<file path="config.mk">
export PLATFORM = sky130hd
export DESIGN_NAME = mtsp_fmt_unpack
export DESIGN_NICKNAME = d
export VERILOG_FILES = /design/src/rtl/mtsp_fmt_pkg.sv /design/src/rtl/mtsp_sync_fifo.sv /design/src/rtl/mtsp_fmt_unpack.sv
export SDC_FILE = /design/constraint.sdc
export NUM_CORES = 1
export LEC_CHECK = 0
export BUFFER_PORTS_ARGS = -buffer_cell sky130_fd_sc_hd__clkbuf_2
export CORE_ASPECT_RATIO = 1.4
export CORE_UTILIZATION = 35
export CTS_BUF_LIST = sky130_fd_sc_hd__clkbuf_8
export DETAILED_ROUTE_END_ITERATION = 10
export SLEW_MARGIN = 10
export SYNTH_ARGS = -nofsm -noshare
export SYNTH_HDL_FRONTEND = slang
export SYNTH_SLANG_ARGS = --single-unit
</file>
<file path="constraint.sdc">
create_clock -name CLK -period 7.4 [get_ports CLK]
set_input_delay 0.74 -clock CLK [delete_from_list [all_inputs] [get_ports CLK]]
set_output_delay 0.74 -clock CLK [all_outputs]
set_load 0.05 [all_outputs]
</file>
<file path="src/rtl/mtsp_fmt_pkg.sv">
// Shared pixel-format types and helpers for the FMT stage and its consumers.
package mtsp_fmt_pkg;

  // Bit position of the most significant bit of each RGB565 half in a packed word
  localparam int PIX0_MSB = 31;
  localparam int PIX1_MSB = 15;

  typedef struct packed {
    logic [4:0] r;
    logic [5:0] g;
    logic [4:0] b;
  } rgb565_t;

  typedef struct packed {
    logic [7:0] r;
    logic [7:0] g;
    logic [7:0] b;
  } rgb888_t;

  // Which half of the head word is currently being presented
  typedef enum logic {
    HALF0 = 1'b0,
    HALF1 = 1'b1
  } half_sel_t;

  // Widen each channel by replicating its top bits into the new LSBs,
  // so full-scale stays full-scale and zero stays zero
  function automatic rgb888_t expand565(input rgb565_t p);
    rgb888_t q;
    q.r = {p.r, p.r[4:2]};
    q.g = {p.g, p.g[5:4]};
    q.b = {p.b, p.b[4:2]};
    return q;
  endfunction

endpackage

</file>
<file path="src/rtl/mtsp_sync_fifo.sv">
// Single-clock FIFO with registered storage, occupancy count and head-of-queue output.
module mtsp_sync_fifo #(
  parameter int WIDTH = 32,
  parameter int DEPTH = 4
) (
  input  logic                       clk,
  input  logic                       rst,
  input  logic                       push,
  input  logic                       pop,
  input  logic [WIDTH-1:0]           din,
  output logic                       full,
  output logic                       empty,
  output logic [$clog2(DEPTH):0]     level,
  output logic [WIDTH-1:0]           head
);

  localparam int AW = $clog2(DEPTH);
  localparam int LW = AW + 1;
  localparam logic [LW-1:0] FULL_LEVEL = LW'(DEPTH);

  logic [WIDTH-1:0] mem [DEPTH];
  logic [AW-1:0]    wr_ptr;
  logic [AW-1:0]    rd_ptr;

  // Storage and write pointer; DEPTH is a power of two so pointers wrap naturally
  always_ff @(posedge clk or posedge rst) begin
    if (rst) begin
      for (int i = 0; i < DEPTH; i++) mem[i] <= '0;
      wr_ptr <= '0;
    end else if (push) begin
      mem[wr_ptr] <= din;
      wr_ptr      <= wr_ptr + 1'b1;
    end
  end

  // Read pointer advances once the head entry has been fully consumed
  always_ff @(posedge clk or posedge rst) begin
    if (rst) rd_ptr <= '0;
    else if (pop) rd_ptr <= rd_ptr + 1'b1;
  end

  // Occupancy count; a simultaneous push and pop leaves it unchanged
  always_ff @(posedge clk or posedge rst) begin
    if (rst) level <= '0;
    else begin
      case ({push, pop})
        2'b10:   level <= level + 1'b1;
        2'b01:   level <= level - 1'b1;
        default: level <= level;
      endcase
    end
  end

  assign full  = (level == FULL_LEVEL);
  assign empty = (level == '0);
  assign head  = mem[rd_ptr];

endmodule

</file>
<file path="src/rtl/mtsp_fmt_unpack.sv">
// Buffers packed RGB565 pairs from the FMT stage and streams them out as
// individual RGB888 pixels (pixel0 first) on a valid/ready interface.
module mtsp_fmt_unpack
  import mtsp_fmt_pkg::*;
#(
  parameter int         FIFO_DEPTH = 4,
  parameter logic [7:0] ALPHA      = 8'h00
) (
  input  logic                          CLK,
  input  logic                          RST,
  input  logic                          IN_EN,
  input  logic [31:0]                   DIN,
  output logic                          OUT_VALID,
  input  logic                          OUT_READY,
  output logic [31:0]                   DOUT,
  output logic                          OUT_LAST,
  output logic [$clog2(FIFO_DEPTH):0]   FIFO_LEVEL,
  output logic                          OVERFLOW,
  input  logic                          CLR_OVF
);

  half_sel_t   state;
  half_sel_t   next_state;
  logic        full;
  logic        empty;
  logic [31:0] head;
  logic        transfer;
  logic        pop;
  logic        push;
  logic        ovf_set;
  rgb565_t     half_px;
  rgb888_t     wide_px;

  // A word only leaves once its second pixel has been accepted; a full FIFO
  // can still take a word in the same cycle that frees a slot
  assign transfer = OUT_VALID & OUT_READY;
  assign pop      = transfer & (state == HALF1);
  assign push     = IN_EN & (~full | pop);
  assign ovf_set  = IN_EN & full & ~pop;

  mtsp_sync_fifo #(
    .WIDTH (32),
    .DEPTH (FIFO_DEPTH)
  ) u_fifo (
    .clk   (CLK),
    .rst   (RST),
    .push  (push),
    .pop   (pop),
    .din   (DIN),
    .full  (full),
    .empty (empty),
    .level (FIFO_LEVEL),
    .head  (head)
  );

  // Half-select state register
  always_ff @(posedge CLK or posedge RST) begin
    if (RST) state <= HALF0;
    else     state <= next_state;
  end

  // Advance halves on each accepted pixel and expand the selected half
  always_comb begin
    next_state = state;
    OUT_VALID  = ~empty;
    OUT_LAST   = 1'b0;
    DOUT       = '0;
    half_px    = head[PIX0_MSB -: 16];
    case (state)
      HALF0: begin
        if (transfer) next_state = HALF1;
      end
      HALF1: begin
        half_px = head[PIX1_MSB -: 16];
        if (transfer) next_state = HALF0;
      end
      default: next_state = HALF0;
    endcase
    wide_px = expand565(half_px);
    if (OUT_VALID) begin
      DOUT     = {ALPHA, wide_px};
      OUT_LAST = (state == HALF1);
    end
  end

  // Sticky drop flag; a new drop outranks a clear in the same cycle
  always_ff @(posedge CLK or posedge RST) begin
    if (RST)          OVERFLOW <= 1'b0;
    else if (ovf_set) OVERFLOW <= 1'b1;
    else if (CLR_OVF) OVERFLOW <= 1'b0;
  end

endmodule

</file>
-- Word level (Yosys, flattened, before mapping)
Cells that the tools add are included.
- add/subtract/negate cells: 4
- magnitude comparators: 3
- eq/ne operators: 3
- multiplexer cells: 15
- bitwise gates (word level): 12
- reductions and logical operators: 4
- operator list (operator ; number):
    128-bit bitwise mux ; 1
    32-bit two-way mux ; 3
    32-bit binary-select mux with 2-bit select ; 1
    32-bit demux with 2-bit select ; 1
    24-bit two-way mux ; 1
    16-bit two-way mux ; 1
    3-bit >= comparator, second input constant ; 2
    2-bit NOT with 3-bit output ; 2
    3-bit one-hot mux with 2 select lines ; 1
    1-bit AND ; 5
    1-bit two-way mux ; 5
    2-bit by 1-bit adder with 2-bit output, second input constant ; 2
    1-bit NOT ; 4
    2-bit nonzero test ; 2
    3-bit by 1-bit adder with 3-bit output, second input constant ; 1
    3-bit == test, second input constant ; 1
    3-bit logical NOT ; 1
    3-bit by 1-bit < comparator with 1-bit output, second input constant ; 1
    3-bit by 1-bit subtractor with 3-bit output, second input constant ; 1
    2-bit by 1-bit == test with 1-bit output, second input constant ; 1
    2-bit == test, second input constant ; 1
    1-bit one-hot mux with 2 select lines ; 1
    1-bit logical AND ; 1
    1-bit OR ; 1
- flip-flop bits (word level): 137
- input port bits: 37
- output and inout bits: 38
- logic and storage cells: 50

-- Longest topological paths before layout
Gate-level depths: netlist of run 1.
- depth after elaboration: 8
- mapped depth: 12

-- Cells and area by module
A second synthesis of run 1 with hierarchy kept.
- cells, all modules: 410
- area total of the unflattened synthesis: 6525.0 um^2
- by module, submodules not included (module ; times used ; cells an instance ; area each (um^2) ; sequential area each (um^2)):
    mtsp_sync_fifo ; 1 ; 346 ; 6032.0 ; 3378.2
    mtsp_fmt_unpack ; 1 ; 64 ; 493.0 ; 50.0

-- Worst setup path after synthesis of run 1
OpenSTA, ideal clock, no wires.
- path kind: flip-flop to output port
- start: register u_fifo.level[0]
- end: output DOUT[15]
- arrival: 2.729 ns
- required time: 6.660 ns
- setup slack: 3.931 ns
- cell stages (with the launch flop): 7
- path through: dfrtp_1 nor3_1 nor2b_1 clkbuf_1 clkbuf_1 a22o_1 buf_4
- cells in the longest elaborated chain, start to end: 2
- RTL lines (what ; line ; source):
    start, declared ; mtsp_sync_fifo.sv:13 ; output logic [$clog2(DEPTH):0] level,
    start signal, assigned ; mtsp_sync_fifo.sv:47 ; 2'b10: level <= level + 1'b1;
    start signal, assigned ; mtsp_sync_fifo.sv:48 ; 2'b01: level <= level - 1'b1;
    start signal, assigned ; mtsp_sync_fifo.sv:49 ; default: level <= level;
    3-bit logical NOT ; mtsp_sync_fifo.sv:55 ; assign empty = (level == '0);
    24-bit two-way mux ; mtsp_fmt_unpack.sv:80 ; if (OUT_VALID) begin
    end, declared ; mtsp_fmt_unpack.sv:15 ; output logic [31:0] DOUT,
No other way between the ends.

-- Worst setup path in the final report of run 1
- start: register u_fifo.rd_ptr[0]
- end: output DOUT[9]
- cells in the longest elaborated chain, start to end: 6
- RTL lines (what ; line ; source):
    start, declared ; mtsp_sync_fifo.sv:23 ; logic [AW-1:0] rd_ptr;
    start signal, assigned ; mtsp_sync_fifo.sv:39 ; else if (pop) rd_ptr <= rd_ptr + 1'b1;
    2-bit NOT with 3-bit output (not written as such) ; mtsp_sync_fifo.sv:56 ; assign head = mem[rd_ptr];
    32-bit binary-select mux with 2-bit select ; mtsp_sync_fifo.sv:56 ;
    32-bit two-way mux (not written as such) (2 in a row) ; mtsp_sync_fifo.sv:56 ;
    16-bit two-way mux ; mtsp_fmt_unpack.sv:69 ; case (state)
    24-bit two-way mux ; mtsp_fmt_unpack.sv:80 ;
No other way between the ends. The select of a mux whose other input is x is not followed.

==> results.sh, run 1 <==
export IMPL_synth_top_area_cell="dfrtp_1"
export IMPL_drc_errors=0
export IMPL_cts_hold_buffers=0
export IMPL_insertedDiodeCount=0
export IMPL_dp_cells=669
export IMPL_status="finished clean"
export IMPL_vias_per_cell=4.98
export IMPL_port_buffer_count=66
export IMPL_ys_flop_type="dfrtp_1"
export IMPL_dieArea_mm2=0.0189
export IMPL_grt_ovfl_total=0
export IMPL_synth_avg_cell_area_um2=16.4
export IMPL_fin_tns_setup_ns=0
export IMPL_start_util_pct=35.8
export IMPL_worstMarginPinSlew_ns=1.10
export IMPL_rrSetupSlack_ns=4.22
export IMPL_fill_cells=1658
export IMPL_design_core_area_mm2=0.0179
export IMPL_setup_violations_final=0
export IMPL_synth_top_area_share_pct=53.4
export IMPL_seq_area_frac_synth_pct=53.4
export IMPL_ys_top_cells_by_count="dfrtp_1, mux2_2, mux4_2"
export IMPL_clock_skew_ns=0.00714
export IMPL_yosysMostFrequentCell="dfrtp_1"
export IMPL_totalWireLength_um=13400
export IMPL_synth_distinct_cells=25
export IMPL_drive_gt1_share_pct=58.8
export IMPL_pin_count=75
export IMPL_detail_route_antenna_nets=0
export IMPL_dp_final_hpwl_um=8260
export IMPL_async_flop_share_pct=100
export IMPL_die_h_um=162
export IMPL_rsz0062_at_grt="no"
export IMPL_cts_sinks=137
export IMPL_drt_iter0_markers=108
export IMPL_dpl_instance_area_mm2=0.00684
export IMPL_cts_resized=0
export IMPL_syn_inst=392
export IMPL_cts_root_buf="clkbuf_8"
export IMPL_instances_no_fill=701
export IMPL_synth_cell_area_mm2=0.00642
export IMPL_track_usage_pct=15.7
export IMPL_routabilityCongestion=0.708
export IMPL_critPathArrivalTime_ns=2.68
export IMPL_rows=58
export IMPL_nets=492
export IMPL_max_slew_margin_pct=26.5
export IMPL_cts_tree="built"
export IMPL_worstSetupPathType="register to output port"
export IMPL_wire_per_inst_um=19.0
export IMPL_synth_area_leaders="dfrtp_1, mux2_2, mux4_2"
export IMPL_max_freq_ghz=0.292
export IMPL_clockBufferDepth=2
export IMPL_grt_pass1_vias=3849
export IMPL_hold_viol_final=0
export IMPL_yosysWarnings=0
export IMPL_max_cap_viol_count=0
export IMPL_fin_crit_sh_pct=46.3
export IMPL_grt_pass1_wl_um=21400
export IMPL_finalCriticalPeriod_ns=3.42
export IMPL_path_max_fanout=19
export IMPL_post_cts_buffers=0
export IMPL_fin_ws_ns=3.98
export IMPL_grt_max_degree=88
export IMPL_clkLatencyLatePin_ns=0.45
export IMPL_die_w_um=116
export IMPL_drv_slew=0
export IMPL_cts_made_buffers=17
export IMPL_clk_pin_slew_ns=0.08
export IMPL_hp_class="primary input to async pin"
export IMPL_drt_pre_antenna_iters=4
export IMPL_antenna_found_initial=0
export IMPL_cp_start_kind="register"
export IMPL_ctsHtreeMaxLevel=4
export IMPL_num_vias=3491
export IMPL_required_ns=6.66
export IMPL_dpl_worst_slack_ns=4.18
export IMPL_ys_ff_latch=137
export IMPL_cp_end_kind="output port"
export IMPL_fin_area_mm2=0.00733
export IMPL_synth_edf_count=0
export IMPL_syn_to_final_growth_pct=14.3
## final timing paths
path | end | cells past startpoint | start
max in group asynchronous | u_fifo.mem[87] | 3 | RST
worst max register to register | u_fifo.level[2] | 11 | u_fifo.level[0]
min in group CLK | OVERFLOW | 2 | CLR_OVF
worst min-delay path | u_fifo.mem[97] | 2 | RST
worst max-delay path | DOUT[9] | 4 | u_fifo.rd_ptr[0]
worst min register to register | u_fifo.mem[3] | 1 | u_fifo.mem[3]
## registers in the layout, summed over array words and instances (netlist names)
signal         count
u_fifo.wr_ptr      2
u_fifo.mem       128
state              1
OVERFLOW           1
u_fifo.rd_ptr      2
u_fifo.level       3
## final cells by class
type / instances / area (um^2) / area share [%]
tap: 240 / 300 / 4.09
multi-input combinational: 212 / 2700 / 36.9
inverter: 9 / 36.3 / 0.495
timing repair buffer: 71 / 368 / 5.02
clock inverter: 12 / 219 / 2.99
clock buffer: 20 / 275 / 3.75
sequential: 137 / 3430 / 46.8
## worst max-delay path: stages (launching register included)
cell	delay [ns]
dfrtp_2	0.66
buf_4	0.46
mux4_2	0.56
a22o_1	0.29
clkbuf_2	0.25
## stage by stage
stage          hold slack (ns)  utilization, %
2_1_floorplan            0.474               -
3_3_place_gp             0.482            38.2
3_5_place_dp             0.488            38.2
4_1_cts                  0.361            40.9
5_1_grt                  0.389            40.9
6_report                 0.362            40.9
## logic make-up (layout without fill, tap and decap cells)
| group | after synthesis | after routing | share of synthesized area, % |
|---|---|---|---|
| other | 1 | 8 | 0.0584 |
| adder cells (fa/ha/maj) | 7 | 7 | 1.48 |
| AO/OA/AOI/OAI | 17 | 17 | 2.28 |
| multiplexers | 162 | 162 | 35.8 |
| XOR/XNOR | 6 | 6 | 0.819 |
| flip-flops | 137 | 137 | 53.4 |
| buffers and inverters | 50 | 112 | 5.09 |
| AND/OR/NAND/NOR | 12 | 12 | 1.07 |
## placed cells by master, fill, tap and decap left out
cell        Yosys  final
a22o_1         16     16
and3_4          1      1
buf_4          16      5
bufinv_16       0      6
clkbuf_2        0     66
clkbuf_8        0     20
clkinv_2        0      3
clkinv_4        0      1
clkinvlp_4      0      2
conb_1          1      8
dfrtp_1       137    135
dfrtp_2         0      2
fa_1            1      1
ha_1            6      6
inv_1           9      8
inv_4           0      1
mux2_2         99     99
mux2_4         30     30
mux2i_1         1      1
mux4_2         32     32
nand2_1         2      2
nand3_2         0      3
nor2_1          2      2
nor2b_1         2      2
nor3_1          1      1
o22ai_1         1      1
or4b_1          1      1
xnor2_1         3      3
xor2_1          3      3
## layer usage
layer	global-route usage (%)	wire length, um	part of all wire, %
met5	0	0	0
met4	6.76	256	1.9
met3	3.66	440	3.3
met2	25.7	6980	52
met1	19.5	5670	42
Power of run 1 is left out: the tool's default activity adds up to more than one toggle a clock period on the data nets, which glitch-free logic cannot reach.
==> run 2: changes to the inputs <==
Clock period 7.4 ns to 3.2 ns, I/O delays scaled along.
==> results.sh, run 2 (same netlist as run 1, synthesis figures left out) <==
export IMPL_drv_slew=0
export IMPL_max_slew_margin_pct=49.7
export IMPL_max_freq_ghz=0.341
export IMPL_status="finished clean"
export IMPL_grt_max_degree=122
export IMPL_nets=501
export IMPL_die_h_um=162
export IMPL_worstSetupPathType="register to register"
export IMPL_holdPathStages=2
export IMPL_required_ns=3.57
export IMPL_critPathArrivalTime_ns=3.31
export IMPL_setup_violations_final=0
export IMPL_finalCriticalPeriod_ns=2.94
export IMPL_cts_hold_buffers=1
export IMPL_ctsHtreeMaxLevel=4
export IMPL_fill_cells=1670
export IMPL_reg2reg_from="u_fifo.level[0]"
export IMPL_cp_end_kind="register"
export IMPL_ff_latch_area_mm2=0.00343
export IMPL_final_common_cell="dfrtp_1"
export IMPL_syn_to_final_growth_pct=15.6
export IMPL_hold_ws_ns=0.0970
export IMPL_die_w_um=116
export IMPL_clk_pin_slew_ns=0.09
export IMPL_design_core_area_mm2=0.0179
export IMPL_grt_pass1_vias=3972
export IMPL_cts_resized=0
export IMPL_cts_root_buf="clkbuf_8"
export IMPL_vias_per_cell=4.97
export IMPL_cts_tree="built"
export IMPL_drc_errors=0
export IMPL_detail_route_antenna_nets=0
export IMPL_rows=58
export IMPL_dp_final_hpwl_um=8890
export IMPL_drive_gt1_share_pct=59.6
export IMPL_port_buffer_count=66
export IMPL_worstRegToRegCells=11
export IMPL_largest_register_ffs=128
export IMPL_wire_per_inst_um=19.4
export IMPL_final_cell_mix="dfrtp_1, mux2_2, clkbuf_2"
export IMPL_cp_start_kind="register"
export IMPL_cts_made_buffers=17
export IMPL_track_usage_pct=16.2
export IMPL_clockBufferDepth=2
export IMPL_dieArea_mm2=0.0189
export IMPL_min_delay_start="CLR_OVF"
export IMPL_hp_class="primary input to register"
export IMPL_grt_pass1_wl_um=22400
export IMPL_num_vias=3531
export IMPL_rsz0062_at_grt="no"
export IMPL_dpl_worst_slack_ns=0.264
export IMPL_largestRegisters="u_fifo.mem: 128 flops, u_fifo.level: 3 flops"
export IMPL_drt_iter0_markers=205
export IMPL_routabilityCongestion=0.688
export IMPL_antenna_found_initial=1
export IMPL_start_util_pct=35.8
export IMPL_post_cts_buffers=0
export IMPL_top_register="u_fifo.mem"
export IMPL_instances_no_fill=711
export IMPL_fin_tns_setup_ns=0
export IMPL_fin_crit_sh_pct=91.7
export IMPL_max_cap_viol_count=0
export IMPL_worstMarginPinSlew_ns=0.754
export IMPL_clkLatencyLatePin_ns=0.45
export IMPL_fin_ws_ns=0.265
export IMPL_critPathLaunch="u_fifo.level[0]"
export IMPL_grt_ovfl_total=0
export IMPL_drt_pre_antenna_iters=4
export IMPL_multi_input_area_mm2=0.00271
export IMPL_totalWireLength_um=13800
export IMPL_cts_sinks=137
export IMPL_clock_skew_ns=0.0162
export IMPL_pin_count=75
export IMPL_hold_viol_final=0
export IMPL_path_max_fanout=5
export IMPL_dp_cells=677
-- run 2: stage by stage --
stage	utilization (%)	instance area, um^2
floorplan	-	6450
global placement	38.7	6940
detailed placement	38.7	6940
CTS	41.4	7410
global route	41.4	7420
finish	41.4	7420
-- run 2: final timing paths --
check	to	slack, ns
setup / recovery	u_fifo.level[2]	0.26
hold / removal	OVERFLOW	0.1
setup reg to reg	u_fifo.level[2]	0.26
hold reg to reg	u_fifo.mem[50]	0.50
max in group asynchronous	u_fifo.rd_ptr[1]	1.84
min in group asynchronous	u_fifo.mem[33]	0.41
-- run 2: worst max-delay path: stages, from the launching register on --
cell and delay [ns]:
dfrtp_1 0.44, nor3_1 0.30, nor2b_1 0.10, ha_1 0.24, or4b_1 0.55, nand2_1 0.16, ha_1 0.21, inv_1 0.06
fa_1 0.37, xor2_1 0.15, nor2_1 0.11, xor2_1 0.16
-- run 2: final cells by class --
| class | instances | area share (%) |
|---|---|---|
| multi-input combinational | 212 | 36.5 |
| inverter | 9 | 0.506 |
| clock buffer | 26 | 4.83 |
| tap | 240 | 4.05 |
| sequential | 137 | 46.3 |
| timing repair buffer | 80 | 6.41 |
| clock inverter | 6 | 1.42 |
| antenna | 1 | 0.0337 |
-- run 2: per-layer routing --
| layer | vias to the layer above | share of wire (%) | GRT usage [%] |
|---|---|---|---|
| met3 | 14 | 3.3 | 3.51 |
| met1 | 1900 | 42 | 20.4 |
| met2 | 71 | 53 | 26.9 |
| met4 | 0 | 1.4 | 6.12 |
| li1 | 1546 | - | - |
| met5 | - | 0 | 0 |
Power of run 2 is left out for the same reason.
